===== src/rtl/alu_ctrl_seq.sv =====
// EX-stage ALU control: decodes {funct7,funct3}/ALUOp into a registered 4-bit code and
// sequences multi-cycle mul (and div/rem when ALU_CTRL_DIV_EN is defined) with a stall.
module alu_ctrl_seq #(
  parameter int MUL_LAT = 4,
  parameter int DIV_LAT = 16,
  parameter int CNT_W   = 5
) (
  input  logic       clk_i,
  input  logic       rst_i,
  input  logic       valid_i,
  input  logic [9:0] funct_i,
  input  logic [1:0] ALUOp_i,
  input  logic       flush_i,
  output logic       ready_o,
  output logic [3:0] ALUCtrl_o,
  output logic       valid_o,
  output logic       busy_o,
  output logic       illegal_o
);

`ifdef ALU_CTRL_DIV_EN
  localparam bit DIV_EN = 1'b1;
`else
  localparam bit DIV_EN = 1'b0;
`endif

  // Counter preloads; only meaningful when the matching latency exceeds one.
  localparam logic [CNT_W-1:0] MUL_LOAD  = CNT_W'(MUL_LAT - 2);
  localparam logic [CNT_W-1:0] DIV_LOAD  = CNT_W'(DIV_LAT - 2);
  localparam logic             MUL_MULTI = (MUL_LAT > 1);
  localparam logic             DIV_MULTI = (DIV_LAT > 1);

  typedef enum logic {IDLE, BUSY} state_t;

  state_t           state_reg, state_next;
  logic [CNT_W-1:0] cnt_reg, cnt_next;
  logic [3:0]       ctrl_reg, ctrl_next;
  logic             valid_reg, valid_next;
  logic             illegal_reg, illegal_next;

  logic [3:0]       dec_code;
  logic             dec_illegal;
  logic             dec_multi;
  logic [CNT_W-1:0] dec_load;
  logic             accept;

  always_comb begin
    dec_code    = 4'b1111;
    dec_illegal = 1'b1;
    dec_multi   = 1'b0;
    dec_load    = '0;
    case (ALUOp_i)
      2'b10: begin
        case (funct_i)
          10'b0000000111: begin dec_code = 4'b0000; dec_illegal = 1'b0; end
          10'b0000000100: begin dec_code = 4'b0001; dec_illegal = 1'b0; end
          10'b0000000001: begin dec_code = 4'b0010; dec_illegal = 1'b0; end
          10'b0000000000: begin dec_code = 4'b0011; dec_illegal = 1'b0; end
          10'b0100000000: begin dec_code = 4'b0100; dec_illegal = 1'b0; end
          10'b0000001000: begin
            dec_code    = 4'b0101;
            dec_illegal = 1'b0;
            dec_multi   = MUL_MULTI;
            dec_load    = MUL_LOAD;
          end
          10'b0000001100: begin
            if (DIV_EN) begin
              dec_code    = 4'b1010;
              dec_illegal = 1'b0;
              dec_multi   = DIV_MULTI;
              dec_load    = DIV_LOAD;
            end
          end
          10'b0000001110: begin
            if (DIV_EN) begin
              dec_code    = 4'b1011;
              dec_illegal = 1'b0;
              dec_multi   = DIV_MULTI;
              dec_load    = DIV_LOAD;
            end
          end
          default: ;
        endcase
      end
      2'b00: begin
        case (funct_i[2:0])
          3'b000: begin dec_code = 4'b0110; dec_illegal = 1'b0; end
          3'b101: begin dec_code = 4'b0111; dec_illegal = 1'b0; end
          3'b010: begin dec_code = 4'b1000; dec_illegal = 1'b0; end
          default: ;
        endcase
      end
      2'b01: begin dec_code = 4'b1001; dec_illegal = 1'b0; end
      default: ;
    endcase
  end

  // Flush beats a simultaneous valid, so nothing is taken on a flushing edge.
  assign accept = valid_i & (state_reg == IDLE) & ~flush_i;

  always_comb begin
    state_next   = state_reg;
    cnt_next     = cnt_reg;
    ctrl_next    = ctrl_reg;
    valid_next   = 1'b0;
    illegal_next = 1'b0;
    case (state_reg)
      IDLE: begin
        if (accept) begin
          ctrl_next = dec_code;
          if (dec_multi) begin
            state_next = BUSY;
            cnt_next   = dec_load;
          end else begin
            valid_next   = 1'b1;
            illegal_next = dec_illegal;
          end
        end
      end
      BUSY: begin
        if (flush_i) begin
          state_next = IDLE;
          cnt_next   = '0;
        end else if (cnt_reg == '0) begin
          state_next = IDLE;
          valid_next = 1'b1;
        end else begin
          cnt_next = cnt_reg - 1'b1;
        end
      end
      default: begin
        state_next = IDLE;
        cnt_next   = '0;
      end
    endcase
  end

  always_ff @(posedge clk_i or negedge rst_i) begin
    if (!rst_i) begin
      state_reg   <= IDLE;
      cnt_reg     <= '0;
      ctrl_reg    <= 4'b0000;
      valid_reg   <= 1'b0;
      illegal_reg <= 1'b0;
    end else begin
      state_reg   <= state_next;
      cnt_reg     <= cnt_next;
      ctrl_reg    <= ctrl_next;
      valid_reg   <= valid_next;
      illegal_reg <= illegal_next;
    end
  end

  assign ready_o   = (state_reg != BUSY);
  assign busy_o    = (state_reg == BUSY);
  assign ALUCtrl_o = ctrl_reg;
  assign valid_o   = valid_reg;
  assign illegal_o = illegal_reg;

endmodule


===== config.mk =====
export PLATFORM = sky130hd
export DESIGN_NAME = alu_ctrl_seq
export DESIGN_NICKNAME = d
export VERILOG_FILES = /design/src/rtl/alu_ctrl_seq.sv
export SDC_FILE = /design/constraint.sdc
export NUM_CORES = 1
export LEC_CHECK = 0
export CAP_MARGIN = 20
export CORE_MARGIN = 4
export CORE_UTILIZATION = 41
export DETAILED_ROUTE_END_ITERATION = 7
export PLACE_DENSITY = 0.83
export SYNTH_ARGS = -nofsm -noshare
export SYNTH_HDL_FRONTEND = slang
export SYNTH_SLANG_ARGS = --single-unit
export TNS_END_PERCENT = 5

===== constraint.sdc =====
create_clock -name clk_i -period 1.53 [get_ports clk_i]
set_clock_uncertainty 0.15 [all_clocks]
set_input_delay 0.306 -clock clk_i [delete_from_list [all_inputs] [get_ports clk_i]]
set_output_delay 0.306 -clock clk_i [all_outputs]
set_load 0.03 [all_outputs]

==> results.ini, run 1 <==
[route]
wirelength_um = 2650
avgRoutedWirePerCell_um = 15.41
drc = 0
drt_pass1_iterations = 4
postRouteAntennaNets = 0
via_per_inst = 5.802
vias = 998
drt-initial-drc-count = 28

[logic_synthesis]
syn_area_um2 = 809.5
synth_top_area_share_pct = 37.09
synth_most_common_cell = dfrtp_1
synth_top_area_cell = dfrtp_1
synth-edff-count = 0
synthTopCellsByCount = 12 x dfrtp_1, 11 x nor2_1, 9 x nand2_1
synth.distinct_cells = 33
synth_cells = 94
synthTopCellsByArea = dfrtp_1 37%, nor2_1 5.1%, nor3_1 4.3%
synth_nets = 112
synth-seq-area-share_pct = 37.09
yosysWarnings = 0
ys_ff_latch = 12
avgSynthCellArea_um2 = 8.612
async_reset_ff_share_pct = 100.0
synthFlopType = dfrtp_1

[power_and_ir_drop]
power_frac_seq_pct = 45.6
switching_share_pct = 30.21
clkPwrFrac_pct = 25.7
p_int_uw = 525.3
p_sw_uw = 227.4
leakage_nw = 0.5954
vdd_drop_max_uv = 438.3
power_density_nw_per_um2 = 554.9
combPwrFrac_pct = 28.7

[floorplan]
initial_core_util_pct = 44.93
die_area_um2 = 2749
die_h_um = 52.44
num_rows = 15
core_area_um2 = 1802
io_pins = 24
die_width_um = 52.44

[placed_design]
hpwl_um = 1821
post-place-cells = 166
io_buffer_count = 23
gp_congestion = 0.9165
dpl_cell_area_um2 = 1247

[clock_network]
cts_buffers = 3
cts-root-buf = clkbuf_4
clockBufferDepth = 2
cts_tree = built
clock-sinks = 12
clk_pin_slew_ns = 0.07
cts_hold_buffers = 0
clkLatencyLatePin_ns = 0.28
h-tree-depth = 1

[grt]
grt_max_degree = 13
grtUsageMet1_pct = 21.63
grt_busiest_layer = met2
grt_use_met3_pct = 3.419
antenna_found_initial = 0
use_met2_pct = 34.71
grt_pass1_wl_um = 3933
grt_pass1_vias = 909
grtUsageTotal_pct = 19.93
grt.overflow.total = 0

[sta]
final-setup-viol-count = 11
worst_pin_slew_ns = 0.4173
setup_ws_ns = -0.1689
finalMaxSlewViolations = 0
max_freq_mhz = 588.6
tns_ns = -1.158
hold_viol_final = 0
relSlewSlack_pct = 72.08
finalCriticalPeriod_ns = 1.699
fin_crit_sh_pct = 111.0
rsz0062_at_grt = true

[worst_setup_path]
start_kind = primary input
required_ns = 1.54
critical_path_class = in -> reg
critPathMaxFanout = 7
arrival_ns = 1.71
cp-end-kind = register

[finish]
stdcell_area_um2 = 1356
diodes = 0
layout-drive-gt1-share_pct = 38.10
fin_nets = 167
post-route-util_pct = 75.28
final_cells = 172
largest_reg_flops = 5
syn2layout_area_growth_pct = 67.54

[worst_hold_path]
hold_path_class = in -> async

[run_status]
violations = setup timing
outcome = finished, violations left

[flow_run]
maxCapViolations = 0

[per-layer routing]
| layer | vias up | part of all wire (%) |
|---|---|---|
| met5 | - | 0 |
| met1 | 482 | 38 |
| li1 | 456 | - |
| met4 | 0 | 5.6 |
| met3 | 16 | 6.3 |
| met2 | 44 | 50 |
[cell type report]
cell class	count	area [um2]
timing repair buffer	53	435.4
inverter	7	26.28
multi-input combinational	72	539.3
tap	25	31.28
sequential	12	301.5
fill	126	445.4
clock buffer	3	22.52
[logic make-up after synthesis]
family | Yosys count | share of synthesized area (%)
AO/OA/AOI/OAI | 25 | 22.10
XOR/XNOR | 1 | 1.082
adder cells (fa/ha/maj) | 2 | 3.091
buffers and inverters | 10 | 6.646
flip-flops | 12 | 37.09
multiplexers | 1 | 1.237
AND/OR/NAND/NOR | 43 | 28.75
[worst max-delay path, cell delays in order]
cell and delay (ns):
dlygate4sd2_1 0.32, a2111oi_2 0.46, nor2_1 0.19, a221oi_2 0.33, o31ai_1 0.10
[per-stage QoR]
stage / power (mW) / setup WS [ns] / hold WS, ns
after global placement: 0.5602 / -0.5088 / 0.3153
after global routing: 0.7970 / -0.2189 / 0.1714
after CTS: 0.7463 / -0.1087 / 0.1817
after floorplan: 0.4408 / -0.09746 / -0.1396
after detailed placement: 0.5660 / -0.6586 / 0.3318
final: 0.7526 / -0.1689 / 0.1767
[power groups by stage]
stage                     combinational, mW  sequential [mW]  clock (mW)
after floorplan                      0.0597            0.381           0
after global placement                0.211            0.349           0
after detailed placement              0.216            0.350           0
after CTS                             0.207            0.343       0.196
after global routing                  0.233            0.345       0.218
final                                 0.216            0.343       0.193
[cell usage in the layout, fill, tap and decap left out, types with 2 or more instances in the layout]
| cell type | Yosys | layout |
|---|---|---|
| clkdlybuf4s50_1 | 0 | 7 |
| o21ai_0 | 3 | 2 |
| dfrtp_1 | 12 | 11 |
| inv_1 | 7 | 5 |
| inv_2 | 0 | 2 |
| o31ai_1 | 4 | 3 |
| clkbuf_4 | 0 | 3 |
| nor4_2 | 1 | 2 |
| a21oi_1 | 5 | 3 |
| dlygate4sd2_1 | 0 | 12 |
| buf_4 | 0 | 32 |
| a31oi_1 | 3 | 3 |
| a21o_1 | 2 | 2 |
| nor3b_1 | 3 | 2 |
| nand3_1 | 2 | 2 |
| nand2_1 | 9 | 7 |
| a21oi_2 | 0 | 2 |
| a221oi_2 | 1 | 2 |
| nand2b_1 | 2 | 2 |
| nor3_1 | 7 | 6 |
| a2111oi_2 | 0 | 2 |
| clkdlybuf4s15_1 | 0 | 2 |
| nor2_1 | 11 | 10 |
[path summary, 6_finish.rpt]
kind | from | to | slack, ns | cells after the start
max | funct_i[2] | ALUCtrl_o[0] | -0.17 | 5
min in group clk_i | ALUCtrl_o[2] | ALUCtrl_o[2] | 0.33 | 2
min | rst_i | cnt_reg[0] | 0.18 | 2
min reg2reg | ALUCtrl_o[2] | ALUCtrl_o[2] | 0.33 | 2
max in group asynchronous | rst_i | busy_o | 0.89 | 2
max reg2reg | cnt_reg[1] | cnt_reg[1] | -0.14 | 5
[what timing repair did]
action	4_1_cts	5_1_grt
buffers inserted	0	3
setup endpoints to repair	18	15
resized for setup	30	9
pin swaps	9	1
(Power assumes the default switching activity.)
==> inputs of run 2 (changes only) <==
- CORE_UTILIZATION: 41 -> 45
- PLACE_DENSITY: 0.83 -> 0.86
- clock period: 1.53 -> 2.1 ns (I/O delays scaled with it)
==> results.ini, run 2 (synthesis gave the netlist of run 1 again) <==
[worst_setup_path]
reg2reg_from = cnt_reg[0]  ; was cnt_reg[1]
critPathMaxFanout = 6  ; was 7
critPathLaunch = funct_i[1]  ; was funct_i[2]
required_ns = 2.09  ; was 1.54 ns
start_kind = primary input  ; unchanged
cp-end-kind = register  ; unchanged
worstReg2RegEnd = cnt_reg[1]  ; unchanged
critPathMaxStageDelay_ns = 0.49  ; was 0.46 ns
r2r_setup_slack_ns = 0.32  ; was -0.14 ns
critical_path_class = in -> reg  ; unchanged
ff2ff_path_depth = 5  ; unchanged
crit_chain = clkdlybuf4s50_1 -> a2111oi_1 -> nor2_1 -> a221oi_2 -> o31ai_1  ; was dlygate4sd2_1 -> a2111oi_2 -> nor2_1 -> a221oi_2 -> o31ai_1
worst-path-buf-inv = 1  ; unchanged
path_depth = 5  ; unchanged
slowest_stage = clkdlybuf4s50_1  ; was a2111oi_2
critPathCapture = ALUCtrl_o[0]  ; unchanged
crit_family = compound AO/OA/AOI/OAI gates  ; unchanged
arrival_ns = 2.00  ; was 1.71 ns

[worst_hold_path]
hold_path_class = reg -> reg  ; was in -> async

[finish]
post-route-util_pct = 68.35  ; was 75.28%
fin_nets = 150  ; was 167
syn2layout_area_growth_pct = 44.20  ; was 67.54%
largest_reg_flops = 5  ; unchanged
final_cells = 155  ; was 172
diodes = 0  ; unchanged
layout_commonest_cell = clkdlybuf4s50_1  ; was buf_4
num-fill-cells = 135  ; was 126
layout-drive-gt1-share_pct = 14.62  ; was 38.10%
mostFrequentLayoutCells = 22 x clkdlybuf4s50_1, 13 x buf_4, 12 x dfrtp_1  ; was 32 x buf_4, 12 x dlygate4sd2_1, 11 x dfrtp_1

[grt]
grt_pass1_vias = 836  ; was 909
grtUsageTotal_pct = 17.64  ; was 19.93%
antenna_found_initial = 0  ; unchanged
grt_max_degree = 13  ; unchanged
grt_pass1_wl_um = 3463  ; was 3933 um
grt.overflow.total = 0  ; unchanged

[sta]
worst_pin_slew_ns = 0.5406  ; was 0.4173 ns
rsz0062_at_grt = false  ; was true
hold_viol_final = 0  ; unchanged
finalMaxSlewViolations = 0  ; unchanged
fin_crit_sh_pct = 95.99
finalCriticalPeriod_ns = 2.016
max_freq_mhz = 496.1
setup_ws_ns = 0.08431  ; was -0.1689 ns
relSlewSlack_pct = 63.85  ; was 72.08%
final-setup-viol-count = 0  ; was 11

[clock_network]
clock-sinks = 12  ; unchanged
clk_pin_slew_ns = 0.07  ; about the same
clkLatencyLatePin_ns = 0.26  ; was 0.28 ns
cts_hold_buffers = 0  ; unchanged
cts-root-buf = clkbuf_4  ; unchanged
clockBufferDepth = 2  ; unchanged
h-tree-depth = 1  ; unchanged
cts_buffers = 3  ; unchanged
cts_tree = built  ; unchanged

[floorplan]
die_width_um = 50.42  ; was 52.44 um
die_h_um = 50.42  ; was 52.44 um
io_pins = 24  ; unchanged
core_area_um2 = 1708  ; was 1802 um2
num_rows = 15  ; unchanged
initial_core_util_pct = 47.40  ; was 44.93%
die_area_um2 = 2542  ; was 2749 um2

[route]
wirelength_um = 1995  ; was 2650 um
drt-initial-drc-count = 14  ; was 28
avgRoutedWirePerCell_um = 12.87  ; was 15.41 um
vias = 847  ; was 998
via_per_inst = 5.465  ; was 5.802
drc = 0  ; unchanged
postRouteAntennaNets = 0  ; unchanged
drt_pass1_iterations = 4  ; unchanged

[placed_design]
dp_slack_ns = -0.1621  ; was -0.6586 ns
hpwl_um = 1648  ; was 1821 um
post-place-cells = 152  ; was 166
gp_congestion = 0.8760  ; was 0.9165
io_buffer_count = 23  ; unchanged

[run_status]
outcome = finished, final reports clean  ; was finished, violations left

[flow_run]
maxCapViolations = 0  ; unchanged

[power_and_ir_drop]
power_density_nw_per_um2 = 457.0  ; was 554.9 nW/um2
leakage_nw = 0.4789  ; was 0.5954 nW
vdd_drop_max_uv = 358.1  ; was 438.3 uV

## run 2: cell count changes in the layout (fill, tap and decap cells not counted), moves of 2 or more
cell             delta
a21oi_1             +2
dlygate4sd2_1      -12
clkdlybuf4s15_1     -2
a2111oi_2           -2
a2111oi_0           +2
nand2_1             +2
inv_1               +2
inv_2               -2
buf_4              -19
clkdlybuf4s50_1    +15
a21oi_2             -2
## run 2: repair_timing
item                       in CTS  in global routing
setup buffers                   0                  0
setup endpoints to repair       0                  2
resized for setup               0                  2
## run 2: area by class of cell
class	count	area (um2)	share of cell area, %
Multi-Input combinational cell	72	456.7	39.12
Timing Repair Buffer	36	330.3	28.30
Sequential cell	12	300.3	25.72
Inverter	7	26.28	2.251
Clock buffer	3	22.52	1.929
Tap cell	25	31.28	2.680
## run 2: how the worst min path moves through the flow
stage | to | cells after the start | startpoint
finish | ALUCtrl_o[3] | 2 | ALUCtrl_o[3]
global route | ALUCtrl_o[3] | 2 | ALUCtrl_o[3]
CTS | ALUCtrl_o[3] | 2 | ALUCtrl_o[3]
detailed placement | ALUCtrl_o[3] | 2 | ALUCtrl_o[3]
global placement | ALUCtrl_o[3] | 2 | ALUCtrl_o[3]
floorplan | ALUCtrl_o[0] | 0 | rst_i
## run 2: per-layer routing
metal	wire length [um]	track usage (%)	part of all wire, %
met1	814	18.25	41
met2	1047	34.35	52
met3	96	1.484	4.8
met4	38	9.417	1.9
met5	0	0	0
## run 2: metrics by stage
stage | instance area (um2) | hold slack [ns] | power, mW | TNS, ns
after floorplan | 809.5 | -0.02559 | 0.3210 | 0
after global placement | 1141 | 0.3132 | 0.3982 | -0.04639
after detailed placement | 1141 | 0.3160 | 0.4034 | -0.4397
after CTS | 1164 | 0.3308 | 0.5368 | 0
after global routing | 1167 | 0.3497 | 0.5617 | 0
final | 1167 | 0.3245 | 0.5334 | 0
## run 2: tightest hold or removal path: cells and delay by family, from the launching register on
family             cells  cell delay (ns)
AOI/OAI and AO/OA      1             0.05
and+or+nand+nor        1             0.05
DFF                    1             0.34
## run 2: where the power goes
| part | switching [mW] | internal, mW |
|---|---|---|
| sequential | 0.00596 | 0.243 |
| clock | 0.0680 | 0.0662 |
| combinational | 0.0750 | 0.0751 |
==> inputs of run 3 (changes only) <==
- PLACE_DENSITY: 0.86 -> 0.87
==> results.ini, run 3 (synthesis gave the netlist of run 1 again) <==
[route]
avgRoutedWirePerCell_um = 12.30  ; was 12.87 um
via_per_inst = 5.494  ; was 5.465
vias = 846  ; was 847
drc = 0  ; unchanged
drt-initial-drc-count = 25  ; was 14
drt_pass1_iterations = 4  ; unchanged
postRouteAntennaNets = 0  ; unchanged
wirelength_um = 1894  ; was 1995 um

[floorplan]
initial_core_util_pct = 47.40  ; unchanged
die_h_um = 50.42  ; unchanged
num_rows = 15  ; unchanged
core_area_um2 = 1708  ; unchanged
die_area_um2 = 2542  ; unchanged
die_width_um = 50.42  ; unchanged
io_pins = 24  ; unchanged

[sta]
fin_crit_sh_pct = 95.26  ; was 95.99%
worst_pin_slew_ns = 0.5045  ; was 0.5406 ns
rsz0062_at_grt = false  ; unchanged
finalMaxSlewViolations = 0  ; unchanged
finalCriticalPeriod_ns = 2.000  ; was 2.016 ns
max_freq_mhz = 499.9  ; was 496.1 MHz
setup_ws_ns = 0.09962  ; was 0.08431 ns
final-setup-viol-count = 0  ; unchanged
tns_ns = 0  ; unchanged
hold_viol_final = 0  ; unchanged
relSlewSlack_pct = 66.26  ; was 63.85%

[finish]
layout-drive-gt1-share_pct = 13.95  ; was 14.62%
layout_commonest_cell = clkdlybuf4s50_1  ; unchanged
largest_reg_flops = 5  ; unchanged
mostFrequentLayoutCells = 22 x clkdlybuf4s50_1, 12 x dfrtp_1, 12 x buf_4  ; was 22 x clkdlybuf4s50_1, 13 x buf_4, 12 x dfrtp_1
fin_nets = 149  ; was 150
diodes = 0  ; unchanged
syn2layout_area_growth_pct = 42.66  ; was 44.20%

[worst_setup_path]
start_kind = register  ; was primary input
critical_path_class = reg -> out  ; was in -> reg
cp-end-kind = output pin  ; was register
reg2reg_from = cnt_reg[0]  ; unchanged
worstReg2RegEnd = cnt_reg[1]  ; unchanged
critPathMaxFanout = 7  ; was 6
ff2ff_path_depth = 5  ; unchanged
required_ns = 1.53  ; was 2.09 ns
r2r_setup_slack_ns = 0.36  ; was 0.32 ns
worst-path-buf-inv = 1  ; unchanged
crit_family = buffers and inverters  ; was compound AO/OA/AOI/OAI gates
arrival_ns = 1.43  ; was 2.00 ns
slowest_stage = clkdlybuf4s50_1  ; unchanged
critPathMaxStageDelay_ns = 0.71  ; was 0.49 ns
crit_chain = clkdlybuf4s50_1  ; was clkdlybuf4s50_1 -> a2111oi_1 -> nor2_1 -> a221oi_2 -> o31ai_1

[clock_network]
cts_buffers = 3  ; unchanged
cts_tree = built  ; unchanged
clkLatencyLatePin_ns = 0.27  ; was 0.26 ns
cts-root-buf = clkbuf_4  ; unchanged
clock-sinks = 12  ; unchanged
h-tree-depth = 1  ; unchanged
clk_pin_slew_ns = 0.06  ; was 0.07 ns
clockBufferDepth = 2  ; unchanged

[power_and_ir_drop]
switching_share_pct = 27.51  ; was 27.91%
leakage_nw = 0.4725  ; was 0.4789 nW
combPwrFrac_pct = 27.6  ; was 28.1%
vdd_drop_max_uv = 224.1  ; was 358.1 uV
clkPwrFrac_pct = 25.0  ; was 25.1%
p_total_uw = 529.0  ; was 533.4 uW
p_sw_uw = 145.6  ; was 148.9 uW
p_int_uw = 383.5  ; was 384.6 uW
power_density_nw_per_um2 = 458.1  ; was 457.0 nW/um2
power_frac_seq_pct = 47.4  ; was 46.7%

[placed_design]
io_buffer_count = 23  ; unchanged
hpwl_um = 1572  ; was 1648 um
dp_slack_ns = -0.1183  ; was -0.1621 ns
gp_congestion = 0.8689  ; was 0.8760

[grt]
grt_max_degree = 13  ; unchanged
grt.overflow.total = 0  ; unchanged
antenna_found_initial = 0  ; unchanged
grt_pass1_vias = 750  ; was 836
grtUsageTotal_pct = 16.43  ; was 17.64%
grt_pass1_wl_um = 3132  ; was 3463 um

[worst_hold_path]
hold_path_class = in -> async  ; was reg -> reg

[run_status]
outcome = finished, final reports clean  ; unchanged

[flow_run]
maxCapViolations = 0  ; unchanged

[run 3: stage by stage]
stage                     utilization (%)  instance area, um2  std cells  hold WS, ns
final                               67.62                1155        154       0.3382
after global routing                67.62                1155        154       0.3721
after CTS                           67.62                1155        154       0.3422
after detailed placement            66.37                1134        151       0.3280
after global placement              66.37                1134        151       0.3173
after floorplan                         -               809.5         94     -0.02559
[run 3: worst register-to-register path: stages (launching register included)]
cell and delay (ns):
dfrtp_1 0.41, inv_1 0.09, ha_1 0.18, or4b_1 0.50
a21oi_1 0.17, o221a_1 0.19
[run 3: power by group through the flow]
| stage | clock, mW | combinational (mW) | sequential [mW] |
|---|---|---|---|
| 2_1_floorplan | 0 | 0.0435 | 0.278 |
| 3_3_place_gp | 0 | 0.144 | 0.255 |
| 3_5_place_dp | 0 | 0.146 | 0.255 |
| 5_1_grt | 0.150 | 0.157 | 0.253 |
| 4_1_cts | 0.138 | 0.147 | 0.251 |
| 6_report | 0.132 | 0.146 | 0.251 |
[run 3: area by class of cell]
type / count / area (um2)
clock buffers: 3 / 22.52
fillers: 140 / 553.0
inverters: 7 / 26.28
multi-input cells: 72 / 455.4
flip-flops and latches: 12 / 300.3
well taps: 25 / 31.28
repair buffers: 35 / 319.1
[run 3: timing repair]
| action | 4_1_cts | 5_1_grt |
|---|---|---|
| hold buffers | 0 | 0 |
| setup endpoints to repair | 1 | 0 |
| gates resized for setup | 1 | 0 |
| buffers inserted | 0 | 0 |
[run 3: per-layer routing]
layer,up-vias,GRT usage (%),wire [um]
met5,-,0,0
met4,0,8.072,36
met3,4,2.671,79
met2,23,28.26,957
met1,399,19.70,820
li1,420,-,-
[run 3: worst max path at each step]
stage,endpoint,start,cells past startpoint
2_1_floorplan,ALUCtrl_o[1],funct_i[2],5
3_3_place_gp,ALUCtrl_o[1],funct_i[2],5
3_5_place_dp,cnt_reg[1],funct_i[1],5
4_1_cts,busy_o,busy_o,1
5_1_grt,ALUCtrl_o[0],funct_i[2],5
6_report,busy_o,busy_o,1
